<file path="src/rtl/btn_conditioner.sv">
// btn_conditioner: synchroniser, debouncer and press-pulse stretcher for the
// three punch buttons. Optional auto-repeat while a button is held is enabled
// by defining BTN_AUTOREPEAT_EN.

// One button channel: 2-flop synchroniser, REL/HLD debounce FSM, stretch counter.
module btn_channel #(
    parameter int unsigned DEBOUNCE_CYCLES = 250000,
    parameter int unsigned STRETCH_CYCLES  = 65536,
    parameter int unsigned REPEAT_CYCLES   = 25000000
) (
    input  logic clk,
    input  logic rst,
    input  logic raw,
    output logic level,
    output logic press,
    output logic press_nxt
);
    localparam int unsigned DW = $clog2(DEBOUNCE_CYCLES);
    localparam int unsigned SW = $clog2(STRETCH_CYCLES + 1);
    localparam logic [DW-1:0] DB_MAX = DW'(DEBOUNCE_CYCLES - 1);
    localparam logic [SW-1:0] ST_MAX = SW'(STRETCH_CYCLES);

    typedef enum logic {REL, HLD} state_t;

    logic [1:0]    sync;
    logic          s;
    state_t        state;
    logic [DW-1:0] db_cnt;
    logic [SW-1:0] st_cnt;
    logic [SW-1:0] st_nxt;
    logic          accept;
    logic          reload;
    logic          rep_fire;

    assign s = sync[1];

`ifdef BTN_AUTOREPEAT_EN
    localparam int unsigned RW = (REPEAT_CYCLES > 1) ? $clog2(REPEAT_CYCLES) : 1;
    localparam logic [RW-1:0] RP_MAX = RW'(REPEAT_CYCLES - 1);

    logic [RW-1:0] rp_cnt;

    assign rep_fire = (state == HLD) && (rp_cnt == RP_MAX);

    // Repeat period counter: runs only while held, wraps on each repeat reload.
    always_ff @(posedge clk) begin
        if (!rst || state == REL) begin
            rp_cnt <= '0;
        end else if (rep_fire) begin
            rp_cnt <= '0;
        end else begin
            rp_cnt <= rp_cnt + 1'b1;
        end
    end
`else
    assign rep_fire = 1'b0;
`endif

    // Press acceptance and next stretch count; a reload extends a running pulse.
    always_comb begin
        accept    = (state == REL) && s && (db_cnt == DB_MAX);
        reload    = accept || rep_fire;
        st_nxt    = st_cnt;
        if (reload) begin
            st_nxt = ST_MAX;
        end else if (st_cnt != '0) begin
            st_nxt = st_cnt - 1'b1;
        end
        press_nxt = (st_nxt != '0);
    end

    // Two-flop synchroniser for the asynchronous pin.
    always_ff @(posedge clk) begin
        if (!rst) begin
            sync <= 2'b00;
        end else begin
            sync <= {sync[0], raw};
        end
    end

    // Debounce FSM: a level change needs DEBOUNCE_CYCLES consecutive opposite samples.
    always_ff @(posedge clk) begin
        if (!rst) begin
            state  <= REL;
            db_cnt <= '0;
            level  <= 1'b0;
        end else begin
            case (state)
                REL: begin
                    if (!s) begin
                        db_cnt <= '0;
                    end else if (db_cnt == DB_MAX) begin
                        state  <= HLD;
                        db_cnt <= '0;
                        level  <= 1'b1;
                    end else begin
                        db_cnt <= db_cnt + 1'b1;
                    end
                end
                HLD: begin
                    if (s) begin
                        db_cnt <= '0;
                    end else if (db_cnt == DB_MAX) begin
                        state  <= REL;
                        db_cnt <= '0;
                        level  <= 1'b0;
                    end else begin
                        db_cnt <= db_cnt + 1'b1;
                    end
                end
                default: begin
                    state  <= REL;
                    db_cnt <= '0;
                    level  <= 1'b0;
                end
            endcase
        end
    end

    // Stretch counter and registered pulse; the counter saturates at zero.
    always_ff @(posedge clk) begin
        if (!rst) begin
            st_cnt <= '0;
            press  <= 1'b0;
        end else begin
            st_cnt <= st_nxt;
            press  <= press_nxt;
        end
    end
endmodule

// Top: three independent channels plus the registered any-press flag.
module btn_conditioner #(
    parameter int unsigned DEBOUNCE_CYCLES = 250000,
    parameter int unsigned STRETCH_CYCLES  = 65536,
    parameter int unsigned REPEAT_CYCLES   = 25000000
) (
    input  logic       clk,
    input  logic       rst,
    input  logic [2:0] btn_raw,
    output logic [2:0] btn_level,
    output logic [2:0] btn_press,
    output logic       btn_any
);
    localparam int NUM_BTN = 3;

    logic [NUM_BTN-1:0] press_nxt;

    if (DEBOUNCE_CYCLES < 2 || STRETCH_CYCLES < 1 || REPEAT_CYCLES < 1) begin : g_bad_params
        $error("btn_conditioner: illegal parameter values");
    end

    for (genvar i = 0; i < NUM_BTN; i++) begin : g_ch
        btn_channel #(
            .DEBOUNCE_CYCLES(DEBOUNCE_CYCLES),
            .STRETCH_CYCLES (STRETCH_CYCLES),
            .REPEAT_CYCLES  (REPEAT_CYCLES)
        ) u_ch (
            .clk      (clk),
            .rst      (rst),
            .raw      (btn_raw[i]),
            .level    (btn_level[i]),
            .press    (btn_press[i]),
            .press_nxt(press_nxt[i])
        );
    end

    // btn_any is registered from the same next-state as btn_press, so no extra lag.
    always_ff @(posedge clk) begin
        if (!rst) begin
            btn_any <= 1'b0;
        end else begin
            btn_any <= |press_nxt;
        end
    end
endmodule

</file>
<file path="config.mk">
export PLATFORM = sky130hd
export DESIGN_NAME = btn_conditioner
export DESIGN_NICKNAME = d
export VERILOG_FILES = /design/src/rtl/btn_conditioner.sv
export SDC_FILE = /design/constraint.sdc
export NUM_CORES = 1
export LEC_CHECK = 0
export CAP_MARGIN = 20
export CORE_UTILIZATION = 60
export DETAILED_ROUTE_END_ITERATION = 10
export GPL_ROUTABILITY_DRIVEN = 0
export GPL_TIMING_DRIVEN = 0
export PLACE_DENSITY = 0.73
export SETUP_SLACK_MARGIN = 0.5
export SYNTH_ARGS = -nofsm -noshare
export SYNTH_HDL_FRONTEND = slang
export SYNTH_SLANG_ARGS = --single-unit
export TNS_END_PERCENT = 50
</file>
<file path="constraint.sdc">
create_clock -name clk -period 3.35 [get_ports clk]
set_input_delay 0.67 -clock clk [delete_from_list [all_inputs] [get_ports clk]]
set_output_delay 0.67 -clock clk [all_outputs]
set_load 0.02 [all_outputs]
</file>
==> parameters.txt <==
Parameter                              Value

Yosys
  Library cells used by synthesis    66
  Count of flip-flops with a built-in enable after synthesis    0
  Async set-reset flop share out of synthesis    0%
  Leading area contributor after synthesis    sky130_fd_sc_hd__dfxtp_1
  Area fraction of the dominant cell type after synthesis    a little over two fifths
  Register bit total from synthesis    between 100 and 150
  Mapped Area    5794 um2
  Sequential area share after synthesis    between 40% and 50%
  Average instance area after synthesis    8.622 um2
  Commonest cells in the netlist    sky130_fd_sc_hd__nor2_1 (133), sky130_fd_sc_hd__dfxtp_1 (121), sky130_fd_sc_hd__nand2_1 (42), sky130_fd_sc_hd__xnor2_1 (41), sky130_fd_sc_hd__xor2_1 (37)
  Most frequent cell after synthesis    sky130_fd_sc_hd__nor2_1
  Cells after Synth    672
  Net count after synthesis    about 690
  Area contributors post-synth    sky130_fd_sc_hd__dfxtp_1 (42%), sky130_fd_sc_hd__nor2_1 (8.6%), sky130_fd_sc_hd__xnor2_1 (6.2%)
  Count of warnings emitted by yosys    0
  Primary FF master, synth    sky130_fd_sc_hd__dfxtp_1

Detailed routing
  Iter 0 DRT Violations    roughly 150
  Post-DR vias/cell    5.591
  Number of DRC violations after detailed routing    0
  First-pass DRT Iterations    4
  Drt total wl    11,980 um
  Remaining antenna violation count    0
  Routed WL per cell    approximately 14 um
  Total vias in the final route    4,736

CTS
  Clock Latency Late Sink    0.52 ns
  Post-CTS clock slew at the launch and capture registers of the worst setup and hold paths    around 0.060 ns
  Clk sinks    121
  Number of buffers created by CTS    17
  CTS Buffer Depth    2
  Maximum level of the CTS H-tree    4
  Clock root buffer    sky130_fd_sc_hd__clkbuf_8
  Number of buffers added to fix hold violations after cts    0
  CTS tree    built

Layout
  Share of final-layout standard cells stronger than drive strength 1    10.03%
  Net count, final    about 720
  Layout Area Growth over Synthesis    17.23%
  Number of antenna repair diodes    0

Timing
  Pin slew with the least headroom to its limit    0.6165 ns
  Accumulated negative setup slack    0 ns
  Achievable frequency    ~0.37 GHz
  Worst Skew    around 0.0094 ns
  Fin crit share    81.38%
  Unrepaired setup endpoints after global routing    false
  Final hold violation count    0
  Setup Viol. Count Final    0
  Slew margin rel.    58.63%
  Final worst path period need    2.726 ns
  Final Max Slew Viols    0

Setup path
  Maximum fanout encountered on the critical timing path    8
  Element type at the critical path start    flop
  Critical path arrival    3.11 ns
  Setup Crit Path Kind    flop to flop
  Worst endpoint required time    3.74 ns
  Endpoint class of the critical path    flop

Global routing
  Global Route Usage Sum    25.29%
  Number of antenna violations at the first check in global routing    0
  Global-route wire length before repair    slightly above 20,000 um
  Aggregate global routing overflow    0
  Maximum number of pins on one net before global-route repair    17
  Via count of the first global-routing pass    about 4,500

Place
  DPL Wire Length    8085 um
  Count of input and output buffers    10

Power
  Post-route total power    5.722 mW
  Leakage Power    2.572 nW
  Worst-case vdd ir drop    about 0.0005 V
  Pwr/cell area    842.4 nW/um2

Min path
  Classification of the worst-slack hold path    flop to flop

Outcome
  Result of the run    completed

Floorplan
  Vert. Die Dim    between 100 and 150 um
  Number of I/O pins    12
  Floorplan core area    9284 um2
  Die Footprint    10,050 um2
  Initial core utilization    ~62%
  Die width    100.3 um
  Core Rows    35

Flow run
  Maximum capacitance violations    0
through the flow:
stage                     instances  utilization [%]  instance area (um2)  hold WS (ns)  setup WS [ns]
after CTS                       843            72.37                 6719        0.4253         0.5044
after global placement          811            65.23                 6056        0.4146         0.4161
final                           847            73.17                 6793        0.4310         0.6236
after global routing            847            73.17                 6793        0.4413         0.5131
after floorplan                 672                -                 5794        0.4119         0.9055
after detailed placement        811            65.23                 6056        0.4179         0.4702
cell type report:
class	count	area (um2)
well taps	129	161.4
inverters	17	63.81
flip-flops and latches	121	2422
clock buffers	18	427.9
fillers	727	2491
clock inverters	14	219.0
plain buffers	26	137.6
repair buffers	14	130.1
multi-input cells	508	3231
final timing paths:
kind                                           from                         endpoint  slack (ns)  depth (start not counted)
hold reg to reg     g_ch[2].u_ch.sync[0]$_SDFF_PN0_  g_ch[2].u_ch.sync[1]$_SDFF_PN0_        0.43                          1
setup reg to reg  g_ch[2].u_ch.st_cnt[4]$_SDFF_PN0_               btn_any$_SDFF_PN0_        0.62                          7
setup / recovery  g_ch[2].u_ch.st_cnt[4]$_SDFF_PN0_               btn_any$_SDFF_PN0_        0.62                          7
hold / removal      g_ch[2].u_ch.sync[0]$_SDFF_PN0_  g_ch[2].u_ch.sync[1]$_SDFF_PN0_        0.43                          1
worst max-delay path: stages (launching register included):
cell and delay [ns]:
sky130_fd_sc_hd__dfxtp_1 0.36, sky130_fd_sc_hd__nor4_4 0.47, sky130_fd_sc_hd__nand3_1 0.35, sky130_fd_sc_hd__nor4b_1 0.57, sky130_fd_sc_hd__xnor2_2 0.18, sky130_fd_sc_hd__nand3_1 0.10
sky130_fd_sc_hd__o31a_1 0.36, sky130_fd_sc_hd__nand4bb_1 0.20
timing repair:
| action | in CTS | in global routing |
|---|---|---|
| setup buffers | 0 | 4 |
| setup endpoints to repair | 2 | 2 |
| gates resized for setup | 2 | 9 |
| pin swaps | 0 | 3 |
flip-flops by register name (all words and copies together), names as in the netlist, named ones only:
name / flops
g_ch.u_ch.db_cnt: 54
g_ch.u_ch.press: 3
btn_any: 1
g_ch.u_ch.sync: 6
g_ch.u_ch.st_cnt: 51
g_ch.u_ch.level: 3
report_power, final:
part,switching (mW),total (mW),internal (mW)
sequential,0.209,1.83,1.62
clock,0.670,1.98,1.31
combinational,1.07,1.91,0.848
total,1.95,5.72,3.78
logic make-up (layout without fill, tap and decap cells):
logic type | count (synthesis) | after routing | share of synthesized area [%]
xor gates and xnor gates | 81 | 81 | 12.63
AOI/OAI and AO/OA | 61 | 61 | 7.104
DFF | 121 | 121 | 41.81
muxes | 7 | 7 | 1.252
adders and majority gates | 12 | 12 | 2.591
and+or+nand+nor | 347 | 347 | 31.16
buffers and inverters | 43 | 89 | 3.455
layout by cell type, fill, tap and decap left out, types with 5 or more instances in the layout:
cell type,count
sky130_fd_sc_hd__nor4_1,14
sky130_fd_sc_hd__o21ai_0,11
sky130_fd_sc_hd__clkbuf_1,15
sky130_fd_sc_hd__bufinv_16,5
sky130_fd_sc_hd__or3_1,11
sky130_fd_sc_hd__ha_1,12
sky130_fd_sc_hd__nor2b_1,9
sky130_fd_sc_hd__a211oi_1,6
sky130_fd_sc_hd__xor2_1,37
sky130_fd_sc_hd__and2_1,11
sky130_fd_sc_hd__nor3_1,21
sky130_fd_sc_hd__and3_1,25
sky130_fd_sc_hd__nor4_4,5
sky130_fd_sc_hd__mux2i_1,5
sky130_fd_sc_hd__clkdlybuf4s50_1,10
sky130_fd_sc_hd__nor4b_1,6
sky130_fd_sc_hd__nor2_1,133
sky130_fd_sc_hd__dfxtp_1,121
sky130_fd_sc_hd__inv_1,17
sky130_fd_sc_hd__xnor2_1,41
sky130_fd_sc_hd__nand3_1,28
sky130_fd_sc_hd__clkbuf_16,16
sky130_fd_sc_hd__nand4_1,9
sky130_fd_sc_hd__nand2_1,42
sky130_fd_sc_hd__a21oi_1,17
sky130_fd_sc_hd__buf_4,10
per-layer routing:
layer	GRT usage (%)	wire [um]	vias to the layer above
li1	-	-	2382
met1	30.42	5498	2271
met2	42.62	5943	62
met3	6.755	347	21
met4	10.81	191	0
met5	0	0	-
No activity file was read; power rests on OpenSTA's default activity.
